===== src/rtl/car_lane_ctrl.sv =====
// -----------------------------------------------------------------------------
// car_lane_ctrl
//
// Player-car control stage fed by the PS/2 keyboard decoder. It turns the
// Enter/Left/Right key levels into single events and runs the game sequence:
// WAIT_START -> READY <-> SLIDING -> CRASHED -> WAIT_START.
// While playing, a Left/Right event slides the car one lane over, one pixel
// every STEP_DIV clocks.
//
// Ports
//   CLOCK_50     in   system clock (50 MHz)
//   reset        in   synchronous, active-high reset
//   enter_key    in   Enter key level from the decoder
//   left_key     in   Left key level from the decoder
//   right_key    in   Right key level from the decoder
//   crash        in   collision level, honoured only while playing
//   lane         out  settled lane index, 0..NUM_LANES-1
//   car_x        out  car x-position in pixels
//   moving       out  high while sliding between lanes
//   game_active  out  high in READY or SLIDING
//   game_over    out  high in CRASHED
//   start_pulse  out  one-cycle pulse when the game starts
// -----------------------------------------------------------------------------
module car_lane_ctrl #(
   parameter int NUM_LANES  = 3,
   parameter int LANE_X0    = 40,
   parameter int LANE_WIDTH = 40,
   parameter int STEP_DIV   = 250000
) (
   input  logic       CLOCK_50,
   input  logic       reset,
   input  logic       enter_key,
   input  logic       left_key,
   input  logic       right_key,
   input  logic       crash,
   output logic [1:0] lane,
   output logic [8:0] car_x,
   output logic       moving,
   output logic       game_active,
   output logic       game_over,
   output logic       start_pulse
);

   localparam int         CENTER    = (NUM_LANES - 1) / 2;
   localparam logic [1:0] LANE_C    = 2'(CENTER);
   localparam logic [1:0] LANE_LAST = 2'(NUM_LANES - 1);
   localparam logic [8:0] X_CENTER  = 9'(LANE_X0 + CENTER * LANE_WIDTH);
   // Prescaler must be at least 1 bit even when STEP_DIV is 1.
   localparam int         PW        = (STEP_DIV > 1) ? $clog2(STEP_DIV) : 1;
   localparam logic [PW-1:0] PRESC_TC = PW'(STEP_DIV - 1);

   typedef enum logic [1:0] {
      WAIT_START,
      READY,
      SLIDING,
      CRASHED
   } state_t;

   state_t        state;
   logic          enter_d;
   logic          left_d;
   logic          right_d;
   logic [PW-1:0] presc;
   logic [1:0]    target;
   logic [8:0]    target_x;
   logic          step_up;

   logic          enter_ev;
   logic          left_ev;
   logic          right_ev;
   logic [8:0]    next_x;

   function automatic logic [8:0] lane_x(input logic [1:0] n);
      return 9'(LANE_X0 + int'(n) * LANE_WIDTH);
   endfunction

   // Rising-edge events: a held key yields exactly one event.
   assign enter_ev = enter_key & ~enter_d;
   assign left_ev  = left_key  & ~left_d;
   assign right_ev = right_key & ~right_d;

   always_comb begin
      next_x = car_x;
      if (step_up) next_x = car_x + 9'd1;
      else         next_x = car_x - 9'd1;
   end

   always_ff @(posedge CLOCK_50) begin
      if (reset) begin
         state       <= WAIT_START;
         lane        <= LANE_C;
         car_x       <= X_CENTER;
         presc       <= '0;
         target      <= LANE_C;
         target_x    <= X_CENTER;
         step_up     <= 1'b0;
         moving      <= 1'b0;
         game_active <= 1'b0;
         game_over   <= 1'b0;
         start_pulse <= 1'b0;
         enter_d     <= 1'b0;
         left_d      <= 1'b0;
         right_d     <= 1'b0;
      end else begin
         enter_d     <= enter_key;
         left_d      <= left_key;
         right_d     <= right_key;
         start_pulse <= 1'b0;

         case (state)
            WAIT_START: begin
               if (enter_ev) begin
                  state       <= READY;
                  lane        <= LANE_C;
                  car_x       <= X_CENTER;
                  start_pulse <= 1'b1;
                  game_active <= 1'b1;
               end
            end

            READY: begin
               if (crash) begin
                  state       <= CRASHED;
                  game_active <= 1'b0;
                  game_over   <= 1'b1;
               end else if (left_ev && !right_ev && lane != 2'd0) begin
                  state    <= SLIDING;
                  target   <= lane - 2'd1;
                  target_x <= lane_x(lane - 2'd1);
                  step_up  <= 1'b0;
                  presc    <= '0;
                  moving   <= 1'b1;
               end else if (right_ev && !left_ev && lane != LANE_LAST) begin
                  state    <= SLIDING;
                  target   <= lane + 2'd1;
                  target_x <= lane_x(lane + 2'd1);
                  step_up  <= 1'b1;
                  presc    <= '0;
                  moving   <= 1'b1;
               end
            end

            SLIDING: begin
               // Key events are dropped here; only crash and the prescaler act.
               if (crash) begin
                  state       <= CRASHED;
                  moving      <= 1'b0;
                  game_active <= 1'b0;
                  game_over   <= 1'b1;
               end else if (presc == PRESC_TC) begin
                  presc <= '0;
                  car_x <= next_x;
                  // Arriving at the target settles the lane on the same edge.
                  if (next_x == target_x) begin
                     lane   <= target;
                     state  <= READY;
                     moving <= 1'b0;
                  end
               end else begin
                  presc <= presc + PW'(1);
               end
            end

            CRASHED: begin
               if (enter_ev) begin
                  state     <= WAIT_START;
                  lane      <= LANE_C;
                  car_x     <= X_CENTER;
                  game_over <= 1'b0;
               end
            end

            default: state <= WAIT_START;
         endcase
      end
   end

endmodule


===== config.mk =====
export PLATFORM = sky130hd
export DESIGN_NAME = car_lane_ctrl
export DESIGN_NICKNAME = d
export VERILOG_FILES = /design/src/rtl/car_lane_ctrl.sv
export SDC_FILE = /design/constraint.sdc
export NUM_CORES = 1
export LEC_CHECK = 0
export CAP_MARGIN = 20
export CELL_PAD_IN_SITES_DETAIL_PLACEMENT = 2
export CELL_PAD_IN_SITES_GLOBAL_PLACEMENT = 2
export CORE_UTILIZATION = 38
export DETAILED_ROUTE_END_ITERATION = 10
export PLACE_DENSITY_LB_ADDON = 0.1
export SETUP_SLACK_MARGIN = 0.02
export SYNTH_ARGS = -nofsm -noshare
export SYNTH_HDL_FRONTEND = slang
export SYNTH_SLANG_ARGS = --single-unit

===== constraint.sdc =====
create_clock -name CLOCK_50 -period 5.3 [get_ports CLOCK_50]
set_clock_uncertainty 0.1 [all_clocks]
set_input_delay 0.795 -clock CLOCK_50 [delete_from_list [all_inputs] [get_ports CLOCK_50]]
set_output_delay 0.795 -clock CLOCK_50 [all_outputs]
set_load 0.01 [all_outputs]

=== Yosys cells after proc, flatten, opt, wreduce, memory -nomap -nowiden ===
Index checks and enable logic that the tools add are counted.

* Register bits: 50
* Bits of input ports: 6
* Output and inout bits: 15

* $add $sub $neg: 7
* $mul: 2
* Equal/unequal tests: 18
* Multiplexer cells: 43
* Bitwise gates (word level): 8
* Reductions and logical operators: 24

{| class="wikitable"
|+ Operators with widths
! operator !! number
|-
| $mux 18 || 5
|-
| $mux 9 || 6
|-
| $pmux 18 s2 || 1
|-
| $mux 2 || 13
|-
| $add 18x1->18 const B || 1
|-
| $add 6x8->9 const A || 2
|-
| $eq 18x18->1 const B || 1
|-
| $pmux 9 s2 || 1
|-
| $reduce_and 5->1 || 3
|-
| $ne 2x2->1 const B || 7
|-
| $mux 1 || 12
|-
| $reduce_bool 2->1 || 6
|-
| $mul 2x3->5 const B || 2
|-
| $add 9x1->9 const B || 1
|-
| $eq 9x9->1 || 1
|-
| $ne 3x3->1 const B || 3
|-
| $reduce_and 3->1 || 3
|-
| $sub 9x1->9 const B || 1
|-
| $pmux 2 s4 || 1
|-
| $reduce_and 4->1 || 2
|-
| $pmux 1 s2 || 3
|-
| $reduce_or 2->1 || 3
|-
| $not 1->1 || 5
|-
| $eq 2x2->1 const B || 2
|-
| 10 further kinds || 17
|}

=== Depth between registers and ports, before layout ===
Gate-level depths: netlist of run 1.

* Depth after elaboration: 9
* Gate-level depth with buffers: 10
* Gate-level depth less buffers: 9

=== Least setup slack after synthesis of run 1 ===
Ideal clock, no wire load.

* Path type: register to register
* Start point: reg step_up
* End point: reg lane[1]
* Library setup time: 0.114 ns
* Arrival: 2.664 ns
* Path slack: 2.422 ns
* Cell stages (with the launch flop): 11
* Path buffers: 1
* Clock period less this slack: 2.878 ns
* Cells stage by stage: dfxtp_1 inv_1 ha_1 clkbuf_1 a21oi_1 o22ai_1 o41ai_1 xnor2_1 nand3_1 or4_4 a21o_1

* Longest elaborated chain between the ends: 4

{| class="wikitable"
|+ RTL lines
! what !! line !! RTL
|-
| from (decl) || 66 || <nowiki>logic step_up;</nowiki>
|-
| from (signal assigned) || 96 || <nowiki>step_up <= 1'b0;</nowiki>
|-
| from (signal assigned) || 130 || <nowiki>step_up <= 1'b0;</nowiki>
|-
| from (signal assigned) || 137 || <nowiki>step_up <= 1'b1;</nowiki>
|-
| $mux 9 || 84 || <nowiki>if (step_up) next_x = car_x + 9'd1;</nowiki>
|-
| $eq 9x9->1 || 154 || <nowiki>if (next_x == target_x) begin</nowiki>
|-
| $ne 2x2->1 (no source line) || n/a ||
|-
| $reduce_and 5->1 (no source line) || n/a ||
|-
| to (signal assigned) || 155 || <nowiki>lane <= target;</nowiki>
|-
| to (decl) || 36 || <nowiki>output logic [1:0] lane,</nowiki>
|}

No other way between the ends.
A chain may end at the register's enable or synchronous reset.

=== Final worst setup path of run 1 ===
Ends and elaborated chain as after synthesis.

==> impl_metrics.tcl, run 1 <==
set metrics [dict create \
    numCtsBuffers 5 \
    pwr-share-comb 0.566 \
    clock-sinks 45 \
    swShare 0.454 \
    seqPwrFrac 0.279 \
    path_clk_slew_ns 0.09 \
    die_w_um 89.6 \
    ys_ff_latch 45 \
    dp_hpwl_um 6600 \
    cts_setup_buffers 0 \
    num_antenna_cells 0 \
    io_pins 21 \
    cp_max_fo 9 \
    hold_path.startpoint "car_x[3]" \
    min_path_cells 2 \
    yosys_warnings 0 \
    required_ns 5.40 \
    grt_pass1_vias 2742 \
    viasPerCell 5.61 \
    start_util 0.398 \
    grt-ovfl-total 0 \
    fillers 806 \
    fp.coreArea_sq_um 7330 \
    hold_viol 0 \
    drive_above_1_share 0.0620 \
    switchingPower_mw 0.691 \
    seq_area_sq_um 901 \
    io_buffers 20 \
    firstDrtPassIters 4 \
    cts_resized 0 \
    vias 2637 \
    routedWlPerCell_um 18.2 \
    ir_drop_mv 0.132 \
    fin_crit_sh 0.630 \
    cap_violations 0 \
    slew_headroom 0.541 \
    place_congestion 0.792 \
    antenna_found_initial 0 \
    layout.cells.non_filler 470 \
    r2r-end "lane[1]" \
    placed_cell_area_sq_um 3180 \
    worstPathArrival_ns 3.44 \
    whs_ns 0.415 \
    p_clk_frac 0.155 \
    drv_slew 0 \
    path_class "reg -> reg" \
    layout_common_cells "nor2_1, dfxtp_1, nand2_1, o21ai_0" \
    place_inst 462 \
    grt_max_degree 36 \
    r2r_slack_ns 1.96 \
    crit_path_start "step_up" \
    die_h_um 89.6 \
    grt_pass1_wl_um 13800 \
    layout_commonest_cell "nor2_1" \
    rsz0062_at_grt "no" \
    outcome "complete, no violations" \
    cts_hold_buf 0 \
    drt_iter0_markers 58 \
    end_kind "register" \
    synth-async-reset-ratio 0 \
    tns_ns 0 \
    synth_ff_type "dfxtp_1" \
    drt-total-wl_um 8560 \
    worst_setup_path_start_kind "register" \
    die_area_sq_um 8040 \
    multi_input_area_sq_um 1900 \
    rr_worst_depth 9 \
    syn_area_sq_um 2920 \
    ys_seq_area_frac 0.309 \
    root_buffer "clkbuf_8" \
    power.leakage_nw 1.19 \
    max_freq_ghz 0.299 \
    synth_cells 358 \
    nNetsFinal 396 \
    synth_edf_count 0 \
    avgSynthCellArea_sq_um 8.15 \
    synth_nets 384 \
    rows 31 \
    p_int_mw 0.831 \
    tritoncts "done" \
    htree_levels 2 \
    power.density_nw_per_um2 464 \
    drc_errors 0 \
    hold_class "reg -> reg" \
    period_needed_ns 3.34 \
    hold_end "car_x[3]" \
    synth_cell_types 58 \
    setup_violations 0 \
    rr_startpoint "step_up" \
    track_usage 0.227 \
    ant_nets 0 \
    areaGrowthSynthToFinish_pct 12.3 \
    worstMarginPinSlew_ns 0.685 \
    insertion_delay_ns 0.31 \
    power_mw 1.52 \
    final_area_sq_um 3280 \
    clockBufferDepth 2 \
]
-- sequential cells by signal (all words and copies together) (netlist names), 2 cells and up --
| register | count |
|---|---|
| car_x | 9 |
| state | 2 |
| lane | 2 |
| target | 2 |
| presc | 18 |
| target_x | 4 |
-- cell usage after synthesis, drive strengths merged, types with 2 or more instances --
cell / count / area (sq um)
nor2: 50 / 190
dfxtp: 45 / 901
nand2: 21 / 78.8
o21ai: 21 / 105
a21oi: 20 / 100
ha: 19 / 238
xor2: 15 / 131
inv: 14 / 52.6
clkbuf: 13 / 48.8
nand4: 10 / 62.6
xnor2: 10 / 87.6
nand2b: 8 / 50.1
nand3: 8 / 40.0
nor2b: 8 / 50.1
or3: 8 / 50.1
nor3: 7 / 35.0
a211oi: 6 / 50.1
and3: 6 / 37.5
nand3b: 6 / 45.0
a21o: 5 / 37.5
mux2i: 5 / 50.1
or4: 5 / 45.0
a211o: 3 / 26.3
and4bb: 3 / 37.5
buf: 3 / 20.0
a2111oi: 2 / 17.5
and2: 2 / 12.5
and4: 2 / 20.0
nor3b: 2 / 15.0
nor4: 2 / 12.5
nor4b: 2 / 17.5
o21bai: 2 / 15.0
o22ai: 2 / 12.5
o2bb2ai: 2 / 17.5
o31a: 2 / 17.5
o41ai: 2 / 17.5
or2: 2 / 12.5
-- worst max-delay path by stage --
stage	to	slack (ns)	depth (start not counted)
6_report	lane[1]	1.96	9
5_1_grt	lane[1]	1.74	9
4_1_cts	lane[1]	1.94	9
3_5_place_dp	presc[7]	1.81	7
3_3_place_gp	presc[3]	1.92	7
2_1_floorplan	lane[1]	2.42	10
-- cells by family (layout without fill, tap and decap cells) --
kind of cell / count (synthesis) / count (layout) / share of synthesized area
fa+ha+maj: 20 / 20 / 0.0883
xor+xnor: 26 / 26 / 0.0832
flops: 45 / 45 / 0.309
buf+inv: 30 / 43 / 0.0416
mux: 6 / 6 / 0.0210
compound gates: 78 / 78 / 0.176
simple gates: 153 / 153 / 0.281
-- power groups by stage --
| stage | Clock, mW | Combinational, mW | Sequential (mW) |
|---|---|---|---|
| floorplan | 0 | 0.585 | 0.434 |
| global placement | 0 | 0.815 | 0.433 |
| detailed placement | 0 | 0.860 | 0.434 |
| CTS | 0.246 | 0.866 | 0.426 |
| global route | 0.254 | 0.954 | 0.432 |
| finish | 0.236 | 0.861 | 0.425 |
-- per-layer routing --
| layer | share of wire | global-route usage |
|---|---|---|
| met5 | 0 | 0 |
| met1 | 0.46 | 0.284 |
| met2 | 0.50 | 0.403 |
| met4 | 0.015 | 0.0693 |
| met3 | 0.024 | 0.0338 |
-- per-stage QoR --
stage | worst slack [ns] | utilization
floorplan | 2.42 | -
global placement | 1.92 | 0.434
detailed placement | 1.81 | 0.434
CTS | 1.94 | 0.447
global route | 1.74 | 0.447
finish | 1.96 | 0.447
-- final cells by class --
class	instances	area share
multi-input combinational	283	0.579
tap	99	0.0378
inverter	14	0.0160
sequential	45	0.275
clock buffer	6	0.0252
clock inverter	2	0.00420
timing repair buffer	21	0.0634
-- worst max-delay path, cell delays in order (launching register included) --
cell and delay [ns]:
dfxtp_1 0.46, inv_1 0.19, ha_1 0.46, a21oi_1 0.20, o22ai_1 0.13, o41ai_1 0.54
xnor2_1 0.22, nand3_1 0.22, or4_4 0.55, a21o_1 0.18
Note: power is estimated with default switching activity, not from simulation.
==> run 2: changes to the inputs <==
--- a/config.mk
+++ b/config.mk
@@ -8,7 +8,7 @@
 export CAP_MARGIN = 20
 export CELL_PAD_IN_SITES_DETAIL_PLACEMENT = 2
 export CELL_PAD_IN_SITES_GLOBAL_PLACEMENT = 2
-export CORE_UTILIZATION = 38
+export CORE_UTILIZATION = 32
 export DETAILED_ROUTE_END_ITERATION = 10
 export PLACE_DENSITY_LB_ADDON = 0.1
 export SETUP_SLACK_MARGIN = 0.02
==> constraint.sdc (replaced) <==
create_clock -name CLOCK_50 -period 2.75 [get_ports CLOCK_50]
set_clock_uncertainty 0.1 [all_clocks]
set_input_delay 0.4125 -clock CLOCK_50 [delete_from_list [all_inputs] [get_ports CLOCK_50]]
set_output_delay 0.4125 -clock CLOCK_50 [all_outputs]
set_load 0.01 [all_outputs]
==> impl_metrics.tcl, run 2 (synthesis gave the netlist of run 1 again) <==
set metrics [dict create \
    num_antenna_cells 0 \
    crit_chain "buf_4 > fa_2 > nand2b_4 > o2bb2ai_2 > a211oi_2 > and4bb_1 > nand2b_1 > or4_4 > a21o_1" \
    drt-total-wl_um 9510 \
    outcome "complete, no violations" \
    start_util 0.333 \
    die_w_um 97.5 \
    power.leakage_nw 1.48 \
    tns_ns 0 \
    gr-usage-met3 0.0273 \
    path_clk_slew_ns 0.10 \
    path_class "reg -> reg" \
    slowest_delay_ns 0.54 \
    vias 2848 \
    htree_levels 2 \
    ir_drop_mv 0.265 \
    grt_busiest_layer "met2" \
    dpl_worst_slack_ns -0.0369 \
    antenna_found_initial 0 \
    drive_above_1_share 0.241 \
    die_h_um 97.5 \
    worst_setup_path_start_kind "register" \
    areaGrowthSynthToFinish_pct 33.4 \
    rr_worst_depth 9 \
    swShare 0.433 \
    worstPathArrival_ns 2.80 \
    clockBufferDepth 2 \
    required_ns 2.86 \
    grt_pass1_vias 3122 \
    fin_crit_sh 0.979 \
    max_freq_ghz 0.371 \
    rr_startpoint "step_up" \
    nNetsFinal 444 \
    fp.coreArea_sq_um 8760 \
    fillers 992 \
    drv_slew 0 \
    cp_max_fo 3 \
    place_inst 511 \
    drt_iter0_markers 56 \
    routedWlPerCell_um 18.0 \
    cap_violations 0 \
    die_area_sq_um 9510 \
    grt_util_met1 0.246 \
    grt_pass1_wl_um 15700 \
    pwr-share-comb 0.652 \
    setup_violations 0 \
    crit_path_start "step_up" \
    rows 34 \
    largest_register_ffs 18 \
    cp_top_family "simple AND/OR/NAND/NOR gates" \
    track_usage 0.204 \
    cp_num_cells 9 \
    regMostFlops "presc" \
    seqPwrFrac 0.227 \
    viasPerCell 5.40 \
    grtUsageMet2 0.379 \
    switchingPower_mw 1.57 \
    root_buffer "clkbuf_8" \
    hold_class "reg -> reg" \
    worst-path-buf-inv 1 \
    tritoncts "done" \
    p_int_mw 2.07 \
    cts_hold_buf 0 \
    io_buffers 20 \
    min_path_cells 2 \
    reg_top3 "presc x18, car_x x9, target_x x4" \
    ant_nets 0 \
    worstMarginPinSlew_ns 0.533 \
    place_congestion 0.862 \
    end_kind "register" \
    io_pins 21 \
    hold_viol 0 \
    slew_headroom 0.643 \
    firstDrtPassIters 4 \
    layout.cells.non_filler 527 \
    numCtsBuffers 5 \
    p_clk_frac 0.121 \
    whs_ns 0.420 \
    drc_errors 0 \
    grt-ovfl-total 0 \
    clock-sinks 45 \
    power.density_nw_per_um2 935 \
    critPathSlowestCell "or4_4" \
    grt_max_degree 19 \
    timing.final.ws_setup_ns 0.0581 \
    dp_hpwl_um 7150 \
    final_core_util 0.444 \
    hold_path.startpoint "car_x[3]" \
    layout_common_cells "nor2_1, buf_4, dfxtp_1" \
    period_needed_ns 2.69 \
    insertion_delay_ns 0.31 \
]
run 2: cell types whose count changed in the layout (fill, tap and decap cells not counted), sizes merged:
| cell | delta |
|---|---|
| clkinv | -2 |
| buf | +48 |
| clkbuf | +1 |
| clkinvlp | +1 |
run 2: per-layer routing:
layer,routed length (um),up-vias,share of wire
li1,-,1399,-
met1,4290,1416,0.45
met2,4950,24,0.52
met3,138,9,0.015
met4,123,0,0.013
met5,0,-,0
run 2: layout make-up:
type                            count  area (sq um)  share of cell area
Clock buffer                        7          76.3              0.0196
Clock inverter                      1          7.51             0.00193
Inverter                           14          55.1              0.0141
Multi-Input combinational cell    283          2120               0.544
Sequential cell                    45           908               0.233
Tap cell                          108           135              0.0347
Timing Repair Buffer               69           593               0.152
run 2: worst min-delay path, stage by stage, from the launching register on:
cell	delay, ns
dfxtp_1	0.35
o21ai_0	0.08
a21oi_1	0.06
run 2: power by group through the flow:
stage	clock, mW	combinational, mW	sequential [mW]
global placement	0	1.94	0.823
finish	0.440	2.37	0.827
floorplan	0	1.14	0.840
CTS	0.450	2.20	0.818
global route	0.474	2.58	0.843
detailed placement	0	2.00	0.829
run 2: final timing paths:
kind / slack (ns) / to
max: 0.06 / lane[1]
min: 0.42 / car_x[3]
max reg2reg: 0.06 / lane[1]
min reg2reg: 0.42 / car_x[3]
run 2: per-stage QoR:
stage | total power, mW | cell area [sq um]
final | 3.64 | 3890
after global routing | 3.90 | 3890
after CTS | 3.47 | 3750
after detailed placement | 2.83 | 3540
after global placement | 2.76 | 3540
after floorplan | 1.98 | 2940
run 2: what timing repair did:
action                                  4_1_cts  5_1_grt
endpoints found under the setup margin        4        4
pin swaps                                     2        9
setup buffers                                 6        2
resized for setup                            17       23
==> run 3: changes to the inputs <==
--- a/config.mk
+++ b/config.mk
@@ -8,8 +8,10 @@
 export CAP_MARGIN = 20
 export CELL_PAD_IN_SITES_DETAIL_PLACEMENT = 2
 export CELL_PAD_IN_SITES_GLOBAL_PLACEMENT = 2
-export CORE_UTILIZATION = 32
+export CORE_MARGIN = 3
+export CORE_UTILIZATION = 36
 export DETAILED_ROUTE_END_ITERATION = 10
+export MAX_ROUTING_LAYER = met4
 export PLACE_DENSITY_LB_ADDON = 0.1
 export SETUP_SLACK_MARGIN = 0.02
 export SYNTH_ARGS = -nofsm -noshare
==> constraint.sdc (replaced) <==
create_clock -name CLOCK_50 -period 2.5 [get_ports CLOCK_50]
set_clock_uncertainty 0.1 [all_clocks]
set_input_delay 0.375 -clock CLOCK_50 [delete_from_list [all_inputs] [get_ports CLOCK_50]]
set_output_delay 0.375 -clock CLOCK_50 [all_outputs]
set_load 0.01 [all_outputs]
==> impl_metrics.tcl, run 3 (synthesis gave the netlist of run 1 again) <==
set metrics [dict create \
    cp_max_fo 6 \
    drt-total-wl_um 16500 \
    die_h_um 96.0 \
    grt-ovfl-total 0 \
    power_mw 4.93 \
    drv_slew 0 \
    pwr-share-comb 0.680 \
    path_class "reg -> reg" \
    dp_hpwl_um 8470 \
    firstDrtPassIters 5 \
    power.density_nw_per_um2 1160 \
    period_needed_ns 3.00 \
    worstMarginPinSlew_ns 0.518 \
    place_congestion 0.864 \
    vias 3413 \
    worstPathArrival_ns 3.11 \
    grt_pass1_vias 3617 \
    htree_levels 2 \
    die_w_um 96.0 \
    critPathSlowestCell "a2111oi_2" \
    insertion_delay_ns 0.33 \
    antenna_found_initial 0 \
    ant_nets 0 \
    regMostFlops "presc" \
    drc_errors 0 \
    root_buffer "clkbuf_8" \
    cap_violations 0 \
    rows 32 \
    p_int_mw 2.63 \
    ir_drop_mv 0.741 \
    hold_viol 0 \
    numCtsBuffers 5 \
    fin_crit_sh 1.20 \
    areaGrowthSynthToFinish_pct 46.1 \
    rsz0062_at_grt "yes" \
    tritoncts "done" \
    tns_ns -2.29 \
    timing.final.ws_setup_ns -0.500 \
    nNetsFinal 471 \
    reg_top3 "presc x18, car_x x9, target_x x4" \
    crit_chain "inv_8 > ha_4 > a211oi_4 > nor4b_4 > buf_4 > nor4_1 > nand3_1 > a2111oi_2 > a41oi_2 > mux2i_1" \
    drt_iter0_markers 131 \
    largest_register_ffs 18 \
    clockBufferDepth 2 \
    required_ns 2.61 \
    io_buffers 20 \
    io_pins 21 \
    layout_commonest_cell "buf_4" \
    grt_pass1_wl_um 21000 \
    routedWlPerCell_um 30.1 \
    end_kind "register" \
    hold_class "reg -> reg" \
    fp.coreArea_sq_um 7810 \
    max_freq_ghz 0.333 \
    worst-path-buf-inv 2 \
    grt_max_degree 21 \
    clock-sinks 45 \
    seqPwrFrac 0.191 \
    swShare 0.467 \
    setup_violations 16 \
    drive_above_1_share 0.334 \
    power.leakage_nw 1.66 \
    slew_headroom 0.651 \
    die_area_sq_um 9220 \
    layout_common_cells "buf_4, nor2_1, dfxtp_1" \
    viasPerCell 6.23 \
    slowest_delay_ns 0.44 \
    worst_setup_path_start_kind "register" \
    violations "negative setup slack" \
    track_usage 0.316 \
    start_util 0.374 \
    dpl_worst_slack_ns -0.293 \
    outcome "finished with violations" \
    p_clk_frac 0.130 \
    cp_top_family "compound AO/OA/AOI/OAI gates" \
    num_antenna_cells 0 \
    path_clk_slew_ns 0.11 \
    switchingPower_mw 2.30 \
]
-- run 3: layout make-up --
| class | count | area [sq um] |
|---|---|---|
| fill | 815 | 3540 |
| multi-input combinational | 283 | 2240 |
| sequential | 45 | 917 |
| timing repair buffer | 96 | 806 |
| tap | 102 | 128 |
| clock buffer | 7 | 86.3 |
| inverter | 14 | 60.1 |
| clock inverter | 1 | 30.0 |
-- run 3: power groups by stage --
stage	sequential [mW]	clock, mW	combinational [mW]
2_1_floorplan	0.936	0	1.34
5_1_grt	0.950	0.663	3.50
4_1_cts	0.925	0.622	2.89
3_3_place_gp	0.915	0	2.36
6_report	0.939	0.641	3.35
3_5_place_dp	0.925	0	2.50
-- run 3: worst paths after layout --
check	start	endpoint	slack, ns	cells past startpoint
setup / recovery	step_up	state[0]	-0.50	10
hold / removal	target[1]	target[1]	0.44	2
setup reg to reg	step_up	state[0]	-0.50	10
hold reg to reg	target[1]	target[1]	0.44	2
-- run 3: routing by layer --
metal	wire length (um)	vias up	track usage	share of wire
li1	-	1452	-	-
met2	8230	155	0.545	0.50
met1	6520	1730	0.361	0.40
met4	916	0	0.136	0.056
met5	0	-	-	0
met3	817	76	0.0508	0.050
-- run 3: worst min-delay path, delay by kind of cell (launching register included) --
kind,cells,cell delay (ns)
AO/OA/AOI/OAI,1,0.05
flip-flops,1,0.34
AND/OR/NAND/NOR,1,0.11
-- run 3: repair_timing --
| item | 4_1_cts | 5_1_grt |
|---|---|---|
| setup endpoints to repair | 18 | 34 |
| pin swaps | 10 | 7 |
| resized for setup | 42 | 18 |
| buffers inserted | 3 | 4 |
| hold buffers | 0 | 0 |
| gates cloned | 0 | 1 |
-- run 3: metrics by stage --
stage               area (sq um)  hold slack [ns]   util  cells
floorplan                   3030            0.355      -    358
global placement            3800            0.387  0.487    532
detailed placement          3800            0.408  0.487    532
CTS                         4150            0.423  0.531    543
global route                4270            0.485  0.546    548
finish                      4270            0.440  0.546    548
